--- src/rtl/regfile_arb_pkg.sv ---
// regfile_arb_pkg: shared defaults, request record and priority encoder for the writeback arbiter.
package regfile_arb_pkg;
  localparam int DEF_NREQ = 2;
  localparam int DEF_AW = 5;
  localparam int DEF_DW = 32;
  localparam int DEF_STARVE_MAX = 4;
  typedef struct packed {
    logic [DEF_AW-1:0] addr;
    logic [DEF_DW-1:0] data;
  } wb_req_t;
  function automatic logic [1:0] prio_idx(input logic [3:0] v);
    return v[0] ? 2'd0 : v[1] ? 2'd1 : v[2] ? 2'd2 : 2'd3;
  endfunction
endpackage

--- src/rtl/regfile_wb_arbiter_if.sv ---
// regfile_wb_arbiter_if: valid/ready writeback request bus from NREQ requesters to the arbiter.
interface regfile_wb_arbiter_if
  import regfile_arb_pkg::*;
#(
  parameter int NREQ = DEF_NREQ,
  parameter int AW = DEF_AW,
  parameter int DW = DEF_DW
);
  logic [NREQ-1:0] req_valid;
  logic [NREQ-1:0] req_ready;
  logic [NREQ*AW-1:0] req_addr;
  logic [NREQ*DW-1:0] req_data;
  modport master(output req_valid, req_addr, req_data, input req_ready);
  modport slave(input req_valid, req_addr, req_data, output req_ready);
endinterface

--- src/rtl/regfile_scoreboard.sv ---
// regfile_scoreboard: busy bit per register with set-wins-over-clear and read-hazard stall.
module regfile_scoreboard
  import regfile_arb_pkg::*;
#(
  parameter int AW = DEF_AW
) (
  input  logic             clk,
  input  logic             reset_n,
  input  logic             sb_set_valid,
  input  logic [AW-1:0]    sb_set_addr,
  input  logic             clr_valid,
  input  logic [AW-1:0]    clr_addr,
  input  logic [AW-1:0]    ra1,
  input  logic [AW-1:0]    ra2,
  input  logic             we3,
  input  logic [AW-1:0]    wa3,
  output logic [2**AW-1:0] busy,
  output logic             stall
);
  localparam int NR = 2**AW;
  logic [NR-1:0] r_busy;
  logic [NR-1:0] w_set;
  logic [NR-1:0] w_clr;
  assign w_set = sb_set_valid ? (NR'(1) << sb_set_addr) & ~NR'(1) : '0;
  assign w_clr = clr_valid ? NR'(1) << clr_addr : '0;
  always_ff @(posedge clk or negedge reset_n)
    if (!reset_n) r_busy <= '0;
    else r_busy <= (r_busy & ~w_clr) | w_set;
  assign busy = r_busy;
  // the we3 term covers the cycle before the registered write lands in the regfile
  assign stall = (ra1 != '0 && (r_busy[ra1] || (we3 && wa3 == ra1))) ||
                 (ra2 != '0 && (r_busy[ra2] || (we3 && wa3 == ra2)));
endmodule

--- src/rtl/regfile_wb_arbiter.sv ---
// regfile_wb_arbiter: fixed-priority, starvation-aged sharing of the regfile write port.
// Define REGFILE_ARB_SCOREBOARD_EN to build the in-flight destination scoreboard.
module regfile_wb_arbiter
  import regfile_arb_pkg::*;
#(
  parameter int NREQ = DEF_NREQ,
  parameter int AW = DEF_AW,
  parameter int DW = DEF_DW,
  parameter int STARVE_MAX = DEF_STARVE_MAX
) (
  input  logic                 clk,
  input  logic                 reset_n,
  regfile_wb_arbiter_if.slave  bus,
  output logic                 we3,
  output logic [AW-1:0]        wa3,
  output logic [DW-1:0]        wd3,
  input  logic                 sb_set_valid,
  input  logic [AW-1:0]        sb_set_addr,
  input  logic [AW-1:0]        ra1,
  input  logic [AW-1:0]        ra2,
  output logic [2**AW-1:0]     busy,
  output logic                 stall
);
  logic [NREQ-1:0][3:0] r_wait;
  logic [3:0] w_valid;
  logic [3:0] w_starved;
  logic [1:0] w_idx;
  logic w_hs;
  logic [AW-1:0] w_addr;
  logic [DW-1:0] w_data;
  logic r_we3;
  logic [AW-1:0] r_wa3;
  logic [DW-1:0] r_wd3;
  always_comb begin
    w_valid = 4'(bus.req_valid);
    w_starved = '0;
    for (int i = 0; i < NREQ; i++) w_starved[i] = bus.req_valid[i] && r_wait[i] == 4'(STARVE_MAX);
  end
  // starved requesters preempt the plain fixed-priority order
  assign w_idx = prio_idx(|w_starved ? w_starved : w_valid);
  assign bus.req_ready = |w_valid ? NREQ'(1) << w_idx : '0;
  assign w_hs = |w_valid;
  assign w_addr = bus.req_addr[w_idx*AW +: AW];
  assign w_data = bus.req_data[w_idx*DW +: DW];
  always_ff @(posedge clk or negedge reset_n)
    if (!reset_n) r_wait <= '0;
    else
      for (int i = 0; i < NREQ; i++)
        r_wait[i] <= !(bus.req_valid[i] && !bus.req_ready[i]) ? 4'd0 :
                     r_wait[i] == 4'(STARVE_MAX) ? r_wait[i] : r_wait[i] + 4'd1;
  always_ff @(posedge clk or negedge reset_n)
    if (!reset_n) begin
      r_we3 <= 1'b0;
      r_wa3 <= '0;
      r_wd3 <= '0;
    end else if (w_hs) begin
      r_we3 <= w_addr != '0;
      r_wa3 <= w_addr;
      r_wd3 <= w_data;
    end else r_we3 <= 1'b0;
  assign we3 = r_we3;
  assign wa3 = r_wa3;
  assign wd3 = r_wd3;
`ifdef REGFILE_ARB_SCOREBOARD_EN
  regfile_scoreboard #(.AW(AW)) u_sb (
    .clk(clk),
    .reset_n(reset_n),
    .sb_set_valid(sb_set_valid),
    .sb_set_addr(sb_set_addr),
    .clr_valid(w_hs && w_addr != '0),
    .clr_addr(w_addr),
    .ra1(ra1),
    .ra2(ra2),
    .we3(r_we3),
    .wa3(r_wa3),
    .busy(busy),
    .stall(stall)
  );
`else
  logic w_unused;
  assign w_unused = ^{sb_set_valid, sb_set_addr};
  assign busy = '0;
  assign stall = (ra1 != '0 && r_we3 && r_wa3 == ra1) || (ra2 != '0 && r_we3 && r_wa3 == ra2);
`endif
endmodule

--- src/flat_wrapper.sv ---
// flat-port wrapper written by rule: the top's interface ports become plain ports
module regfile_wb_arbiter_flat import regfile_arb_pkg::*;
#(
  parameter int NREQ = DEF_NREQ,
  parameter int AW = DEF_AW,
  parameter int DW = DEF_DW,
  parameter int STARVE_MAX = DEF_STARVE_MAX
)
  (clk, reset_n, we3, wa3, wd3, sb_set_valid, sb_set_addr, ra1, ra2, busy, stall, bus_req_valid, bus_req_addr, bus_req_data, bus_req_ready);
  regfile_wb_arbiter_if #(.NREQ(NREQ), .AW(AW), .DW(DW)) bus_i ();
  input  logic clk;
  input  logic reset_n;
  output logic we3;
  output logic [AW-1:0] wa3;
  output logic [DW-1:0] wd3;
  input  logic sb_set_valid;
  input  logic [AW-1:0] sb_set_addr;
  input  logic [AW-1:0] ra1;
  input  logic [AW-1:0] ra2;
  output logic [2**AW-1:0] busy;
  output logic stall;
  input wire logic [$bits(bus_i.req_valid)-1:0] bus_req_valid;
  input wire logic [$bits(bus_i.req_addr)-1:0] bus_req_addr;
  input wire logic [$bits(bus_i.req_data)-1:0] bus_req_data;
  output wire logic [$bits(bus_i.req_ready)-1:0] bus_req_ready;
  assign bus_i.req_valid = bus_req_valid;
  assign bus_i.req_addr = bus_req_addr;
  assign bus_i.req_data = bus_req_data;
  assign bus_req_ready = bus_i.req_ready;
  regfile_wb_arbiter #(.NREQ(NREQ), .AW(AW), .DW(DW), .STARVE_MAX(STARVE_MAX)) u_core (.clk(clk), .reset_n(reset_n), .bus(bus_i), .we3(we3), .wa3(wa3), .wd3(wd3), .sb_set_valid(sb_set_valid), .sb_set_addr(sb_set_addr), .ra1(ra1), .ra2(ra2), .busy(busy), .stall(stall));
endmodule
--- config.mk ---
export PLATFORM = sky130hd
export DESIGN_NAME = regfile_wb_arbiter_flat
export DESIGN_NICKNAME = d
export VERILOG_FILES = /design/src/rtl/regfile_arb_pkg.sv /design/src/rtl/regfile_wb_arbiter_if.sv /design/src/rtl/regfile_scoreboard.sv /design/src/rtl/regfile_wb_arbiter.sv /design/src/flat_wrapper.sv
export SDC_FILE = /design/constraint.sdc
export NUM_CORES = 1
export LEC_CHECK = 0
export ABC_AREA = 0
export BUFFER_PORTS_ARGS = -buffer_cell sky130_fd_sc_hd__buf_2
export CORE_ASPECT_RATIO = 1.1
export CORE_MARGIN = 2
export CORE_UTILIZATION = 45
export CTS_BUF_LIST = sky130_fd_sc_hd__clkbuf_8
export DETAILED_ROUTE_END_ITERATION = 7
export PLACE_DENSITY = 0.83
export SLEW_MARGIN = 20
export SYNTH_ARGS = -nofsm -noshare
export SYNTH_HDL_FRONTEND = slang
export SYNTH_HIERARCHICAL = 1
export SYNTH_SLANG_ARGS = --single-unit
--- constraint.sdc ---
create_clock -name clk -period 2.3 [get_ports clk]
set_clock_uncertainty 0.05 [all_clocks]
set_input_delay 0.46 -clock clk [delete_from_list [all_inputs] [get_ports clk]]
set_output_delay 0.46 -clock clk [all_outputs]
set_load 0.02 [all_outputs]
=== Word-level counts from Yosys, hierarchy flattened ===
Cells that the tools add are included.

* Logic and storage cells: 43
* Output and inout port bits: 73
* Memories: 0
* RAM bits: 0
* Bits in latches: 0
* Register bits: 46
* ROM bits: 0
* Input bits: 94

* Equality and inequality tests: 6
* Bitwise logic cells: 0
* Magnitude comparators: 0
* Reduce and logical (&&, ||, !) cells: 16
* $add $sub $neg: 2
* Divide/modulo/power cells: 0
* Multipliers: 1
* Multiplexer cells: 10
* Shift-type cells: 3

{| class="wikitable"
|+ Operators by type and width
! cell !! count
|-
| 64-bit by 8-bit variable part select with 32-bit output || 1
|-
| 4-bit 2-to-1 mux || 4
|-
| 5-bit nonzero test || 3
|-
| 5-bit equality test || 2
|-
| 10-bit by 6-bit variable part select with 5-bit output || 1
|-
| 4-bit by 1-bit adder with 4-bit output, second input constant || 2
|-
| 4-bit by 3-bit equality test with 1-bit output, second input constant || 2
|-
| 1-bit logical AND || 8
|-
| 2-bit 2-to-1 mux || 4
|-
| 2-bit by 3-bit multiplier with 5-bit output, second input constant || 1
|-
| 2-bit inequality test, second input constant || 2
|-
| 2-bit OR reduction || 2
|-
| 1-bit logical NOT || 2
|-
| 1-bit 2-to-1 mux || 2
|-
| 1-bit by 2-bit << shifter with 2-bit output, first input constant || 1
|-
| 1-bit logical OR || 1
|}

=== Depth between registers and ports, before layout ===
* Depth in word-level cells: 11
* Mapped depth: 8
* Gate-level depth less buffers: 6

=== Worst setup path before layout ===
OpenSTA, ideal clock, no wires.

* Path type: register to output
* Start: reg u_core/r_wait[4] (netlist name)
* End: out bus_req_ready[0]
* Slack: 0.375 ns
* Arrival: 1.415 ns
* Stages on the path, launching flop included: 6
* Path buffers: 0
* Required time: 1.790 ns
* Cells stage by stage: dfrtp_1 -> inv_1 -> ha_1 -> and3b_4 -> and2_1 -> a21oi_1

* Longest elaborated chain between the ends: 8

{| class="wikitable"
|+ RTL lines
! item !! RTL line !! RTL
|-
| start, declared || regfile_wb_arbiter.sv:24 || <nowiki>logic [NREQ-1:0][3:0] r_wait;</nowiki>
|-
| start signal, assigned by index || regfile_wb_arbiter.sv:49 || <nowiki>r_wait[i] <= !(bus.req_valid[i] && !bus.req_ready[i]) ? 4'd0 :</nowiki>
|-
| 4-bit by 3-bit equality test with 1-bit output * || regfile_wb_arbiter.sv:37 || <nowiki>for (int i = 0; i < NREQ; i++) w_starved[i] = bus.req_valid[i] && r_wait[i] == 4'(STARVE_MAX);</nowiki>
|-
| 1-bit logical AND * || regfile_wb_arbiter.sv:37 ||
|-
| 2-bit OR reduction || regfile_wb_arbiter.sv:40 || <nowiki>assign w_idx = prio_idx(|w_starved ? w_starved : w_valid);</nowiki>
|-
| 2-bit 2-to-1 mux * || regfile_wb_arbiter.sv:40 ||
|-
| 2-bit 2-to-1 mux || regfile_arb_pkg.sv:12 || <nowiki>return v[0] ? 2'd0 : v[1] ? 2'd1 : v[2] ? 2'd2 : 2'd3;</nowiki>
|-
| 2-bit 2-to-1 mux * || regfile_arb_pkg.sv:12 ||
|-
| 1-bit by 2-bit << shifter with 2-bit output * || regfile_wb_arbiter.sv:41 || <nowiki>assign bus.req_ready = |w_valid ? NREQ'(1) << w_idx : '0;</nowiki>
|-
| 2-bit 2-to-1 mux * || regfile_wb_arbiter.sv:41 ||
|-
| end, declared || flat_wrapper.sv:25 || <nowiki>output wire logic [$bits(bus_i.req_ready)-1:0] bus_req_ready;</nowiki>
|}

Every way passes the cells marked *; elsewhere a longest branch is shown, timed or not.

=== Worst setup path after layout ===
Same ends and word-level chain as after synthesis.

==> reports/results.env <==
STATUS='completed'
FINAL_NET_COUNT=497
MAX_FREQ_MHz=452
SYNTH_AREA_IN_SIMPLE_GATES=0.112
DIODES=0
AVGVIACOUNTPERCELL=5.11
SYNTH_FA_HA_AREA_FRAC=0.0178
COMPOUND_CELL_AREA_SHARE_OF_THE_YOSYS_NETLIST=0.154
SYNTH-WARNING-COUNT=6
FP.DIEW_MICRONS=79.3
MAX-SLEW-MARGIN-REL=0.469
CRIT_FANOUT=5
MET1_USAGE=0.223
SYNTHCELLS=271
AVG_WL_PER_CELL_MICRONS=14.1
IR_WORST_VDD_mV=0.285
GRT.BUSIEST_LAYER='met2'
GRT_MAX_DEGREE=36
SYNTH.FF_LATCH_COUNT=46
CLOCK-ROOT-BUFFER='sky130_fd_sc_hd__clkbuf_8'
SYNTH_ENABLE_FLOP_CELLS=0
NUMCTSBUFFERS=5
YOSYS-TOP-CELLS-COUNT='46 x sky130_fd_sc_hd__dfrtp_1, 44 x sky130_fd_sc_hd__nor2_1, 37 x sky130_fd_sc_hd__a221o_1, 37 x sky130_fd_sc_hd__mux2i_1, 33 x sky130_fd_sc_hd__buf_4'
INITIAL_UTILIZATION=0.459
SEQ_AREA_FRAC_SYNTH=0.410
DETAILROUTE.VIA_COUNT=2451
POWER_PER_CELL_AREA_nW_PER_UM2=579
SYNTH.MOST_COMMON_CELL='sky130_fd_sc_hd__dfrtp_1'
GRT_OVERFLOW=0
WORST-SLEW-PIN-TRANSITION_NS=0.797
TIMING.FINAL.CRIT_SHARE=0.962
TIMING.CRITICAL_PATH.TO_TYPE='primary output'
CLKSINKCOUNT=46
GRT_ANTENNA_BEFORE_REPAIR=0
DETAILEDPLACEMENTHPWL_MM=4.94
ROWS=30
HOLD_VIOL=0
TRITONCTS='yes'
FLOORPLAN.IO_PINS=167
GRT_FIRST_PASS_WIRELENGTH_MM=10.7
DESIGN_AREA_SQ_UM=3500
CRIT_PATH_START_KIND='flip-flop'
HOLD_WS_NS=0.197
HOLD_PATH.CLASS='in2async'
SETUP.WORST_PATH.CLASS='reg2out'
CTSHTREEMAXLEVEL=2
MAXSLEWVIOLCOUNT=0
MET3_USAGE=0.0529
TIMING.SETUP.TNS_NS=0
FIRSTDRTPASSITERS=4
CLK_TRANSITION_REPORTED_PATHS_NS=0.08
SYNTH_FLOP_CELL='sky130_fd_sc_hd__dfrtp_1'
FIRST_GLOBAL_VIAS=2407
CTS_MAX_PATH_BUFFERS=2
ANTENNA_VIOLATING_NETS_POST_ROUTE=0
NUMBER_OF_SETUP_VIOLATIONS_IN_THE_FINAL_REPORT=0
XOR_AND_XNOR_FRACTION_OF_THE_MAPPED_NETLIST_AREA=0.0374
TOTAL_LEAKAGE_POWER_nW=1.81
GRT_UTIL_ALL_LAYERS=0.197
CLOCK_LATENCY_NS=0.30
POST-SYNTH-TOP-AREA-FRACTION=0.410
SYNTH_AREA_LEADERS='sky130_fd_sc_hd__dfrtp_1 41%, sky130_fd_sc_hd__a221o_1 13%, sky130_fd_sc_hd__mux2i_1 13%'
FINAL_UTIL=0.573
DRIVE_ABOVE_1_SHARE=0.380
BUFFER_PORTS.INSERTED=128
DR.FIRST_ITER.DRC_COUNT=138
ASYNCSETRESETFLOPFRACSYNTH=1.00
FLOORPLAN.DIE.HEIGHT_MICRONS=86.9
MAXCAPVIOLCOUNT=0
TOTAL_WIRELENGTH_MM=6.75
CTS_HOLD_BUFFERS=0
MAPPEDNETLISTAREA_SQ_UM=2810
PLACEMENT.CELL_AREA_SQ_UM=3370
FLOORPLAN.DIE_AREA_SQ_UM=6890
COREAREA_SQ_UM=6120
SYNTHMUXAREASHARE=0.132
GRT_USE_MET2=0.356
PERIOD_NEEDED_NS=2.21
LARGEST_FAMILY_OF_LOGIC_CELLS_BY_SYNTHESIZED_AREA='compound AO/OA/AOI/OAI gates'
WORST-ENDPOINT-REQUIRED_NS=1.79
TIMING.CRITICAL_PATH.ARRIVAL_NS=1.70
POST_SYNTH_NUM_CELL_TYPES=30
DRCVIOLATIONCOUNT=0
POSTSYNTHAREAPERCELL_SQ_UM=10.4
AREAGROWTHSYNTHTOFINISH_PCT=24.7
GPL.FINAL_WEIGHTED_CONGESTION=0.777
LARGEST_AREA_CONTRIBUTOR_IN_THE_SYNTHESIZED_NETLIST='sky130_fd_sc_hd__dfrtp_1'
per-layer routing:
| metal | wire length (microns) | vias up |
|---|---|---|
| met1 | 2650 | 1164 |
| met4 | 99 | 0 |
| met2 | 3540 | 104 |
| met3 | 454 | 10 |
| li1 | - | 1173 |
| met5 | 0 | - |
registers in the layout (all words and copies together) (netlist names):
| signal | cells |
|---|---|
| u_core/wd3 | 32 |
| u_core/r_wait | 8 |
| u_core/wa3 | 5 |
| u_core/we3 | 1 |
critical path: stages, from the launching register on:
cell and delay [ns]:
sky130_fd_sc_hd__dfrtp_1 0.38, sky130_fd_sc_hd__inv_1 0.07, sky130_fd_sc_hd__ha_1 0.22, sky130_fd_sc_hd__and3b_4 0.22
sky130_fd_sc_hd__and2_2 0.22, sky130_fd_sc_hd__a21oi_4 0.16, sky130_fd_sc_hd__buf_6 0.14
path summary, 6_finish.rpt:
kind | startpoint | endpoint | slack [ns] | cells past startpoint
worst min register to register | u_core/r_wait[0]$_DFFE_PN0P_ | u_core/r_wait[0]$_DFFE_PN0P_ | 0.44 | 1
max in group asynchronous | reset_n | u_core/wd3[7]$_DFFE_PN0N_ | 1.38 | 2
worst max-delay path | u_core/r_wait[4]$_DFFE_PN0P_ | bus_req_ready[0] | 0.09 | 6
min in group clk | bus_req_data[54] | u_core/wd3[22]$_DFFE_PN0N_ | 0.33 | 2
worst min-delay path | reset_n | u_core/wd3[5]$_DFFE_PN0N_ | 0.20 | 1
worst max register to register | u_core/r_wait[4]$_DFFE_PN0P_ | u_core/wd3[10]$_DFFE_PN0N_ | 0.31 | 7
final cells by class:
class	count	area (sq um)
well taps	80	100
clock buffers	6	82.6
flip-flops and latches	46	1150
inverters	6	22.5
repair buffers	139	729
fillers	552	2610
clock inverters	2	8.76
multi-input cells	201	1410
power by group:
part	total [mW]	switching [mW]	internal, mW
Sequential	0.934	0.0513	0.882
Clock	0.504	0.265	0.238
Combinational	0.590	0.350	0.241
Total	2.03	0.667	1.36
stage by stage:
step / worst slack (ns) / total power [mW] / std cells
6_report: 0.0874 / 2.03 / 480
5_1_grt: -0.00163 / 2.14 / 480
4_1_cts: 0.0149 / 2.05 / 478
3_5_place_dp: 0.125 / 1.53 / 469
3_3_place_gp: 0.190 / 1.51 / 469
2_1_floorplan: 0.375 / 1.35 / 302
cell families (layout without fill, tap and decap cells):
kind of cell | count (synthesis) | count (layout)
flip-flops | 46 | 46
buffers and inverters | 55 | 153
AO/OA/AOI/OAI | 46 | 46
other | 1 | 32
AND/OR/NAND/NOR | 70 | 70
XOR/XNOR | 12 | 12
multiplexers | 37 | 37
adder cells (fa/ha/maj) | 4 | 4
cell usage in the layout (no fill, tap or decap):
master                     count
sky130_fd_sc_hd__xnor2_1       6
sky130_fd_sc_hd__a22o_1        1
sky130_fd_sc_hd__inv_1         7
sky130_fd_sc_hd__clkinv_2      1
sky130_fd_sc_hd__buf_2       127
sky130_fd_sc_hd__a211oi_1      1
sky130_fd_sc_hd__nand2_1       4
sky130_fd_sc_hd__nor2b_4       1
sky130_fd_sc_hd__nor2b_1       1
sky130_fd_sc_hd__dfrtp_1      46
sky130_fd_sc_hd__buf_4        11
sky130_fd_sc_hd__mux2i_1      37
sky130_fd_sc_hd__buf_6         1
sky130_fd_sc_hd__a21oi_4       2
sky130_fd_sc_hd__nand3b_1      2
sky130_fd_sc_hd__and2_2        1
sky130_fd_sc_hd__ha_1          4
sky130_fd_sc_hd__nor4_1        2
sky130_fd_sc_hd__xor2_1        6
sky130_fd_sc_hd__o21ai_0       2
sky130_fd_sc_hd__or2_2         1
sky130_fd_sc_hd__nor3_1        8
sky130_fd_sc_hd__and3b_4       1
sky130_fd_sc_hd__a221o_1      37
sky130_fd_sc_hd__nand4_1       1
sky130_fd_sc_hd__a21oi_1       3
sky130_fd_sc_hd__clkbuf_8      6
sky130_fd_sc_hd__nand3_1       4
sky130_fd_sc_hd__nor2_1       44
sky130_fd_sc_hd__conb_1       32
timing repair:
item                       4_1_cts  5_1_grt
pin swaps                        1        1
setup endpoints to repair        2        1
buffers inserted                 1        2
cloned                           0        0
gates resized for setup          2        3
Note: power is estimated with default switching activity, not from simulation.
